--- src/rtl/axi_lite_intr_pkg.sv ---
// axi_lite_intr_pkg: register map, response code, FSM states and byte-strobe merge
// shared by the AXI4-Lite interrupt controller.
package axi_lite_intr_pkg;
    localparam logic [4:0] ADDR_GIE = 5'h00;
    localparam logic [4:0] ADDR_IER = 5'h04;
    localparam logic [4:0] ADDR_ISR = 5'h08;
    localparam logic [4:0] ADDR_IAR = 5'h0C;
    localparam logic [4:0] ADDR_IPR = 5'h10;
    localparam logic [1:0] RESP_OKAY = 2'b00;
    typedef enum logic {W_IDLE, W_RESP} wstate_e;
    typedef enum logic {R_IDLE, R_DATA} rstate_e;
    function automatic logic [31:0] apply_strb(input logic [31:0] old_v, input logic [31:0] new_v,
                                               input logic [3:0] strb);
        logic [31:0] res;
        for (int i = 0; i < 4; i++) res[8*i +: 8] = strb[i] ? new_v[8*i +: 8] : old_v[8*i +: 8];
        return res;
    endfunction
endpackage

--- src/rtl/axi_lite_intr_ctrl_intr_detect.sv ---
// intr_detect: one interrupt source -- edge or level detection feeding a sticky ISR bit
// that software clears; a new set in the same cycle as a clear keeps the bit.
module intr_detect
    import axi_lite_intr_pkg::*;
#(
    parameter bit EDGE = 1'b1
) (
    input  logic clk_i,
    input  logic rst_ni,
    input  logic intr_i,
    input  logic clr_i,
    output logic isr_o
);
    logic in_q, prev_q, isr_q, isr_d, set;
    // edge sources compare the registered input against its previous sample
    assign set   = EDGE ? (in_q & ~prev_q) : intr_i;
    assign isr_d = set | (isr_q & ~clr_i);
    assign isr_o = isr_q;
    always_ff @(posedge clk_i or negedge rst_ni) begin
        if (!rst_ni) begin
            in_q   <= 1'b0;
            prev_q <= 1'b0;
            isr_q  <= 1'b0;
        end else begin
            in_q   <= intr_i;
            prev_q <= in_q;
            isr_q  <= isr_d;
        end
    end
endmodule

--- src/rtl/axi_lite_intr_ctrl.sv ---
// axi_lite_intr_ctrl: AXI4-Lite slave with GIE/IER/ISR/IAR/IPR registers that latches
// up to 32 interrupt sources and drives one registered irq line.
module axi_lite_intr_ctrl
    import axi_lite_intr_pkg::*;
#(
    parameter int          C_S_AXI_DATA_WIDTH = 32,
    parameter int          C_S_AXI_ADDR_WIDTH = 5,
    parameter int          C_NUM_OF_INTR      = 1,
    parameter logic [31:0] C_INTR_SENSITIVITY = 32'hFFFFFFFF,
    parameter int          C_IRQ_ACTIVE_STATE = 1
) (
    input  logic                            ACLK,
    input  logic                            ARESETN,
    input  logic [C_NUM_OF_INTR-1:0]        intr_in,
    input  logic [C_S_AXI_ADDR_WIDTH-1:0]   S_AXI_AWADDR,
    input  logic [2:0]                      S_AXI_AWPROT,
    input  logic                            S_AXI_AWVALID,
    output logic                            S_AXI_AWREADY,
    input  logic [C_S_AXI_DATA_WIDTH-1:0]   S_AXI_WDATA,
    input  logic [C_S_AXI_DATA_WIDTH/8-1:0] S_AXI_WSTRB,
    input  logic                            S_AXI_WVALID,
    output logic                            S_AXI_WREADY,
    output logic [1:0]                      S_AXI_BRESP,
    output logic                            S_AXI_BVALID,
    input  logic                            S_AXI_BREADY,
    input  logic [C_S_AXI_ADDR_WIDTH-1:0]   S_AXI_ARADDR,
    input  logic [2:0]                      S_AXI_ARPROT,
    input  logic                            S_AXI_ARVALID,
    output logic                            S_AXI_ARREADY,
    output logic [C_S_AXI_DATA_WIDTH-1:0]   S_AXI_RDATA,
    output logic [1:0]                      S_AXI_RRESP,
    output logic                            S_AXI_RVALID,
    input  logic                            S_AXI_RREADY,
    output logic                            irq
);
    localparam int   NI     = C_NUM_OF_INTR;
    localparam logic IRQ_ON = (C_IRQ_ACTIVE_STATE != 0);
    wstate_e w_state_q, w_state_d;
    rstate_e r_state_q, r_state_d;
    logic gie_q, gie_d, irq_q, irq_d, wr_hs, rd_hs, unused;
    logic [NI-1:0] ier_q, ier_d, isr, ack;
    logic [31:0] ier_w, isr_w, ipr_w, ier_new, rdata_q, rdata_d;
    logic [4:0] waddr, raddr;
    assign waddr = {S_AXI_AWADDR[4:2], 2'b00};
    assign raddr = {S_AXI_ARADDR[4:2], 2'b00};
    assign unused = ^{S_AXI_AWPROT, S_AXI_ARPROT, S_AXI_AWADDR, S_AXI_ARADDR, ier_new};
    assign S_AXI_BRESP = RESP_OKAY;
    assign S_AXI_RRESP = RESP_OKAY;
    assign S_AXI_RDATA = rdata_q;
    assign irq         = irq_q;
    always_ff @(posedge ACLK or negedge ARESETN) begin
        if (!ARESETN) begin
            w_state_q <= W_IDLE;
            r_state_q <= R_IDLE;
        end else begin
            w_state_q <= w_state_d;
            r_state_q <= r_state_d;
        end
    end
    always_comb begin
        w_state_d = (w_state_q == W_IDLE) ? ((S_AXI_AWVALID && S_AXI_WVALID) ? W_RESP : W_IDLE)
                                          : (S_AXI_BREADY ? W_IDLE : W_RESP);
        r_state_d = (r_state_q == R_IDLE) ? (S_AXI_ARVALID ? R_DATA : R_IDLE)
                                          : (S_AXI_RREADY ? R_IDLE : R_DATA);
    end
    // READY is gated by reset so nothing handshakes while ARESETN is low
    always_comb begin
        wr_hs         = ARESETN && w_state_q == W_IDLE && S_AXI_AWVALID && S_AXI_WVALID;
        rd_hs         = ARESETN && r_state_q == R_IDLE && S_AXI_ARVALID;
        S_AXI_AWREADY = wr_hs;
        S_AXI_WREADY  = wr_hs;
        S_AXI_BVALID  = w_state_q == W_RESP;
        S_AXI_ARREADY = rd_hs;
        S_AXI_RVALID  = r_state_q == R_DATA;
    end
    always_comb begin
        ier_w          = '0;
        ier_w[NI-1:0]  = ier_q;
        isr_w          = '0;
        isr_w[NI-1:0]  = isr;
        ipr_w          = isr_w & ier_w;
        ier_new        = apply_strb(ier_w, S_AXI_WDATA, S_AXI_WSTRB);
        gie_d          = (wr_hs && waddr == ADDR_GIE && S_AXI_WSTRB[0]) ? S_AXI_WDATA[0] : gie_q;
        ier_d          = (wr_hs && waddr == ADDR_IER) ? ier_new[NI-1:0] : ier_q;
        ack            = (wr_hs && waddr == ADDR_IAR) ? S_AXI_WDATA[NI-1:0] : '0;
        irq_d          = (gie_q && |ipr_w) ? IRQ_ON : ~IRQ_ON;
        rdata_d        = raddr == ADDR_GIE ? {31'b0, gie_q} :
                         raddr == ADDR_IER ? ier_w :
                         raddr == ADDR_ISR ? isr_w :
                         raddr == ADDR_IPR ? ipr_w : '0;
    end
    always_ff @(posedge ACLK or negedge ARESETN) begin
        if (!ARESETN) begin
            gie_q   <= 1'b0;
            ier_q   <= '0;
            irq_q   <= ~IRQ_ON;
            rdata_q <= '0;
        end else begin
            gie_q   <= gie_d;
            ier_q   <= ier_d;
            irq_q   <= irq_d;
            rdata_q <= rd_hs ? rdata_d : rdata_q;
        end
    end
    for (genvar i = 0; i < NI; i++) begin : g_det
        intr_detect #(.EDGE(C_INTR_SENSITIVITY[i])) u_det (
            .clk_i (ACLK),
            .rst_ni(ARESETN),
            .intr_i(intr_in[i]),
            .clr_i (ack[i]),
            .isr_o (isr[i])
        );
    end
endmodule
--- config.mk ---
export PLATFORM = sky130hd
export DESIGN_NAME = axi_lite_intr_ctrl
export DESIGN_NICKNAME = d
export VERILOG_FILES = /design/src/rtl/axi_lite_intr_pkg.sv /design/src/rtl/axi_lite_intr_ctrl_intr_detect.sv /design/src/rtl/axi_lite_intr_ctrl.sv
export SDC_FILE = /design/constraint.sdc
export NUM_CORES = 1
export LEC_CHECK = 0
export CAP_MARGIN = 20
export CORE_MARGIN = 4
export CORE_UTILIZATION = 21
export CTS_CLUSTER_SIZE = 24
export DETAILED_ROUTE_END_ITERATION = 6
export GPL_TIMING_DRIVEN = 0
export PLACE_DENSITY = 0.77
export SYNTH_ARGS = -nofsm -noshare
export SYNTH_HDL_FRONTEND = slang
export SYNTH_SLANG_ARGS = --single-unit
--- constraint.sdc ---
create_clock -name ACLK -period 1.2 [get_ports ACLK]
set_input_delay 0.18 -clock ACLK [delete_from_list [all_inputs] [get_ports ACLK]]
set_output_delay 0.18 -clock ACLK [all_outputs]
set_load 0.05 [all_outputs]
======== Yosys cells after proc, flatten, opt, wreduce, memory -nomap -nowiden ========
Index checks and enable logic that the tools add are counted.
storage, ports and cells
  register bits ........................... 40
  input bits .............................. 60
  word-level logic and storage cells ...... 49
operators by class
  eq/ne operators ......................... 5
  muxes and demuxes ....................... 12
  bitwise gates (word level) .............. 8
  reductions and logical operators ........ 15
operators by type and width
  cell                                                             number
  32-bit OR reduction                                              1
  1-bit 2-to-1 mux                                                 12
  1-bit logical AND                                                11
  5-bit logical NOT                                                2
  3-bit by 1-bit == test with 1-bit output, second input constant  2
  3-bit by 2-bit == test with 1-bit output, second input constant  2
  1-bit inverter                                                   4
  1-bit bitwise AND                                                3
  3-bit == test, second input constant                             1
  2-bit AND reduction                                              1
  1-bit OR                                                         1

======== Longest topological paths before layout ========
  word-level depth ........................ 9
  depth in mapped cells ................... 3
  depth with buffers taken out ............ 3

======== By module ========
A second synthesis with hierarchy kept.
unflattened totals
  cells, all modules ...................... 73
  area, all modules ....................... 674.4 sq um
modules (own cells, without submodules)
  module              times used  cells each  area an instance (sq um)
  axi_lite_intr_ctrl  1           67          579.3
  intr_detect         1           6           95.1

======== Worst setup path after synthesis ========
No wires, ideal clock.
  path type ............................... register -> output
  from .................................... register w_state_q, in the netlist S_AXI_BVALID
  to ...................................... output port S_AXI_WREADY
  arrival ................................. 1825 ps
  data required time ...................... 1020 ps
  slack ................................... -805 ps
  cell stages (with the launch flop) ...... 4
  buffers on the path ..................... 1
  path through ............................ dfrtp_1 > nand3b_4 > nor2_1 > buf_4
between the ends
  cells in the longest elaborated chain, start to end .. 4
RTL lines
  what                             RTL line                  source
  from (decl)                      axi_lite_intr_ctrl.sv:38  wstate_e w_state_q, w_state_d;
  from (signal assigned)           axi_lite_intr_ctrl.sv:56  w_state_q <= w_state_d;
  1-bit inverter                   axi_lite_intr_ctrl.sv:68  wr_hs = ARESETN && w_state_q == W_IDLE && S_AXI_AWVALID && S_AXI_WVALID;
  1-bit logical AND (3 in series)  axi_lite_intr_ctrl.sv:68
  to (decl)                        axi_lite_intr_ctrl.sv:22  output logic S_AXI_WREADY,
No other way between the ends.

======== Worst setup path after layout ========
Same ends and word-level chain as after synthesis.

==> impl_metrics.py <==
metrics = {
    "layout": {
        "fin_area_um2": 1210,
        "final_cells": 185,
        "n_antenna_cell": 0,
        "fill_cells": 325,
        "fin_nets": 202,
        "area_growth_pct": 78.5,
        "drive_gt1_share_pct": 44.0,
    },
    "global_routing": {
        "grt_pass1_vias": 501,
        "antenna_found_initial": 0,
        "grt_max_degree": 10,
        "grt_usage_pct": 6.53,
        "grt_pass1_wl_mm": 2.10,
        "gr-total-overflow": 0,
    },
    "synth": {
        "seq_area_frac_synth_pct": 33.1,
        "synthTopCellsByCount": "buf_4 (36), dfrtp_1 (9), inv_1 (5)",
        "syn_inst": 75,
        "synth.distinct_cells": 18,
        "synthTopCellsByArea": "buf_4 (40%), dfrtp_1 (33%), mux2_1 (3.3%)",
        "async_reset_ff_share_pct": 100,
        "yosys_warnings": 0,
        "yosysMostFrequentCell": "buf_4",
        "yosys.area.top_type": "buf_4",
        "synthFlopType": "dfrtp_1",
        "synth_top_area_share_pct": 39.7,
        "syn_area_per_cell_um2": 9.08,
        "synth_edf_count": 0,
        "synth_area_um2": 681,
        "synth-seq-cells": 9,
    },
    "clock_network": {
        "h-tree-depth": 1,
        "cts_root_buf": "clkbuf_4",
        "clk_pin_slew_ns": 0.06,
        "clkSinkCount": 9,
        "numCtsBuffers": 3,
        "cts_tree": "done",
        "cts_buffer_depth": 2,
        "clock_latency_ns": 0.26,
    },
    "routing": {
        "num_vias": 566,
        "antenna_left": 0,
        "vias_per_cell": 3.06,
        "wire_per_inst_um": 7.65,
        "drt-pass1-iter-count": 4,
        "drc": 0,
        "wl_mm": 1.42,
        "drtIter0Drc": 5,
    },
    "placement": {
        "place_inst": 175,
        "gp_congestion": 0.607,
        "io_buffers": 22,
        "place_area_um2": 1110,
        "dp_hpwl_mm": 1.15,
    },
    "floorplan": {
        "dieArea_um2": 4220,
        "ioPinCount": 102,
        "initial_core_util_pct": 22.1,
        "die_w_um": 64.9,
        "rows": 20,
        "core_area_um2": 3080,
        "dieHeight_um": 64.9,
    },
    "pwr": {
        "ir_drop_v": 0.000616,
        "combPwrFrac_pct": 50.6,
        "pwr-share-seq_pct": 29.7,
        "leakage_nw": 0.654,
        "p_per_area_nw_per_um2": 965,
        "swShare_pct": 43.6,
        "p_clk_share_pct": 19.7,
        "netSwitchingPower_uw": 512,
        "p_int_uw": 661,
    },
    "run_status": {
        "violations": "negative setup slack",
        "status": "finished, violations left",
    },
    "setup_path": {
        "reg2reg_to": "gie_q$_DFFE_PN0P_",
        "cp_cell_sequence": "nand3b_4, nor2_4, buf_6, buf_8",
        "worstSetupPathType": "reg -> out",
        "critical_path_buf_inv_count": 2,
        "cpMaxStageDelayCell": "dfrtp_2",
        "required_ns": 1.02,
        "crit_family": "flip-flops",
        "worstRegToRegCells": 4,
        "worstSetupStartpointType": "flip-flop",
        "end_kind": "output pin",
        "cpPeakStageDelay_ns": 0.41,
        "worstPathMaxFanout": 4,
        "crit_arrival_ns": 1.19,
        "r2r_setup_slack_ns": -0.15,
        "r2r-start": "S_AXI_BVALID$_DFF_PN0_",
    },
    "sta": {
        "hold_viol": 0,
        "setup_viol": 6,
        "worst_slack_ns": -0.173,
        "fin_crit_ns": 1.37,
        "rsz0062_at_grt": "yes",
        "drv_slew": 0,
        "period_share_pct": 114,
        "finClkSkew_ns": 0.00443,
        "fmaxAchievable_mhz": 728,
    },
    "job": {
        "maxCapViolCount": 0,
    },
    "min_path": {
        "hold_path.class": "in -> reg",
        "hold_start": "intr_in",
        "worstHoldPathCells": 1,
        "worstHoldEndpoint": "g_det[0].u_det.in_q$_DFF_PN0_",
    },
}
==> cells by family (layout without fill, tap and decap cells) <==
kind of cell	count (synthesis)	count (layout)	share of synthesized area, %
compound gates	8	8	7.35
flops	9	9	33.1
other cells	1	35	0.551
mux	2	2	3.31
simple gates	14	14	13.2
buf+inv	41	73	42.5
==> placed cells by master, fill, tap and decap left out, types with 2 or more instances in the layout <==
cell type        count
clkbuf_4             3
conb_1              35
dfrtp_1              7
nand2b_1             2
clkdlybuf4s15_2      2
inv_1                4
buf_4               41
nand2_1              2
dfrtp_2              2
buf_2                2
clkdlybuf4s50_1     14
o21ai_0              2
buf_8                2
==> area by class of cell <==
class                      count  area, um2  share of cell area [%]
clock buffer                   4       26.3                    2.16
timing repair buffer          28        267                    21.9
tap                           44       55.1                    4.53
inverter                       5       22.5                    1.85
sequential                     9        228                    18.7
multi-input combinational     59        343                    28.2
buffer                        36        274                    22.6
==> through the flow <==
stage	worst slack, ns	hold WS (ns)	TNS [ns]	util [%]	power (mW)
floorplan	-0.244	-0.116	-0.760	-	0.802
global placement	-1.19	0.360	-6.36	36.2	0.912
detailed placement	-1.20	0.368	-6.48	36.2	0.915
CTS	-0.198	0.359	-1.00	38.2	1.16
global route	-0.242	0.347	-1.30	39.5	1.25
finish	-0.173	0.368	-0.840	39.5	1.17
==> repair_timing <==
action                                  4_1_cts  5_1_grt
endpoints found under the setup margin       11        9
endpoints found under the hold margin         9        0
hold buffers                                  1        0
buffers inserted                              2        3
pin swaps                                     1        2
gates resized for setup                      39        6
==> flip-flops by register name, indices dropped and copies added (netlist names) <==
register and flops:
irq 1, S_AXI_RVALID 1, ier_q 1, g_det.u_det.in_q 1, g_det.u_det.prev_q 1, gie_q 1, S_AXI_BVALID 1, S_AXI_RDATA 1
g_det.u_det.isr_o 1
==> worst max-delay path by stage <==
stage,to,slack (ns),start,cells past startpoint
finish,S_AXI_WREADY,-0.17,S_AXI_BVALID$_DFF_PN0_,4
detailed placement,S_AXI_ARREADY,-1.20,ARESETN,4
floorplan,S_AXI_WREADY,-0.24,S_AXI_BVALID$_DFF_PN0_,3
global placement,S_AXI_ARREADY,-1.19,ARESETN,4
CTS,S_AXI_WREADY,-0.20,S_AXI_BVALID$_DFF_PN0_,4
global route,S_AXI_WREADY,-0.24,S_AXI_BVALID$_DFF_PN0_,4
==> worst register-to-register path, stage by stage (launching register included) <==
cell	delay [ns]
dfrtp_2	0.41
nand3b_4	0.19
buf_4	0.16
nor4_4	0.16
mux2_4	0.32
==> power by group through the flow <==
stage | Combinational, mW | Clock (mW) | Sequential (mW)
final | 0.594 | 0.231 | 0.348
after global routing | 0.624 | 0.273 | 0.352
after CTS | 0.565 | 0.248 | 0.350
after detailed placement | 0.559 | 0 | 0.356
after global placement | 0.557 | 0 | 0.355
after floorplan | 0.397 | 0 | 0.405
==> metal layers <==
layer  vias to the layer above  GRT usage, %  share of wire (%)
met3                         0          4.16                 13
met1                       231          6.77                 36
met2                        29          11.4                 50
met4                         0         0.792                  0
met5                         -             0                  0
li1                        306             -                  -
(Power assumes the default switching activity.)
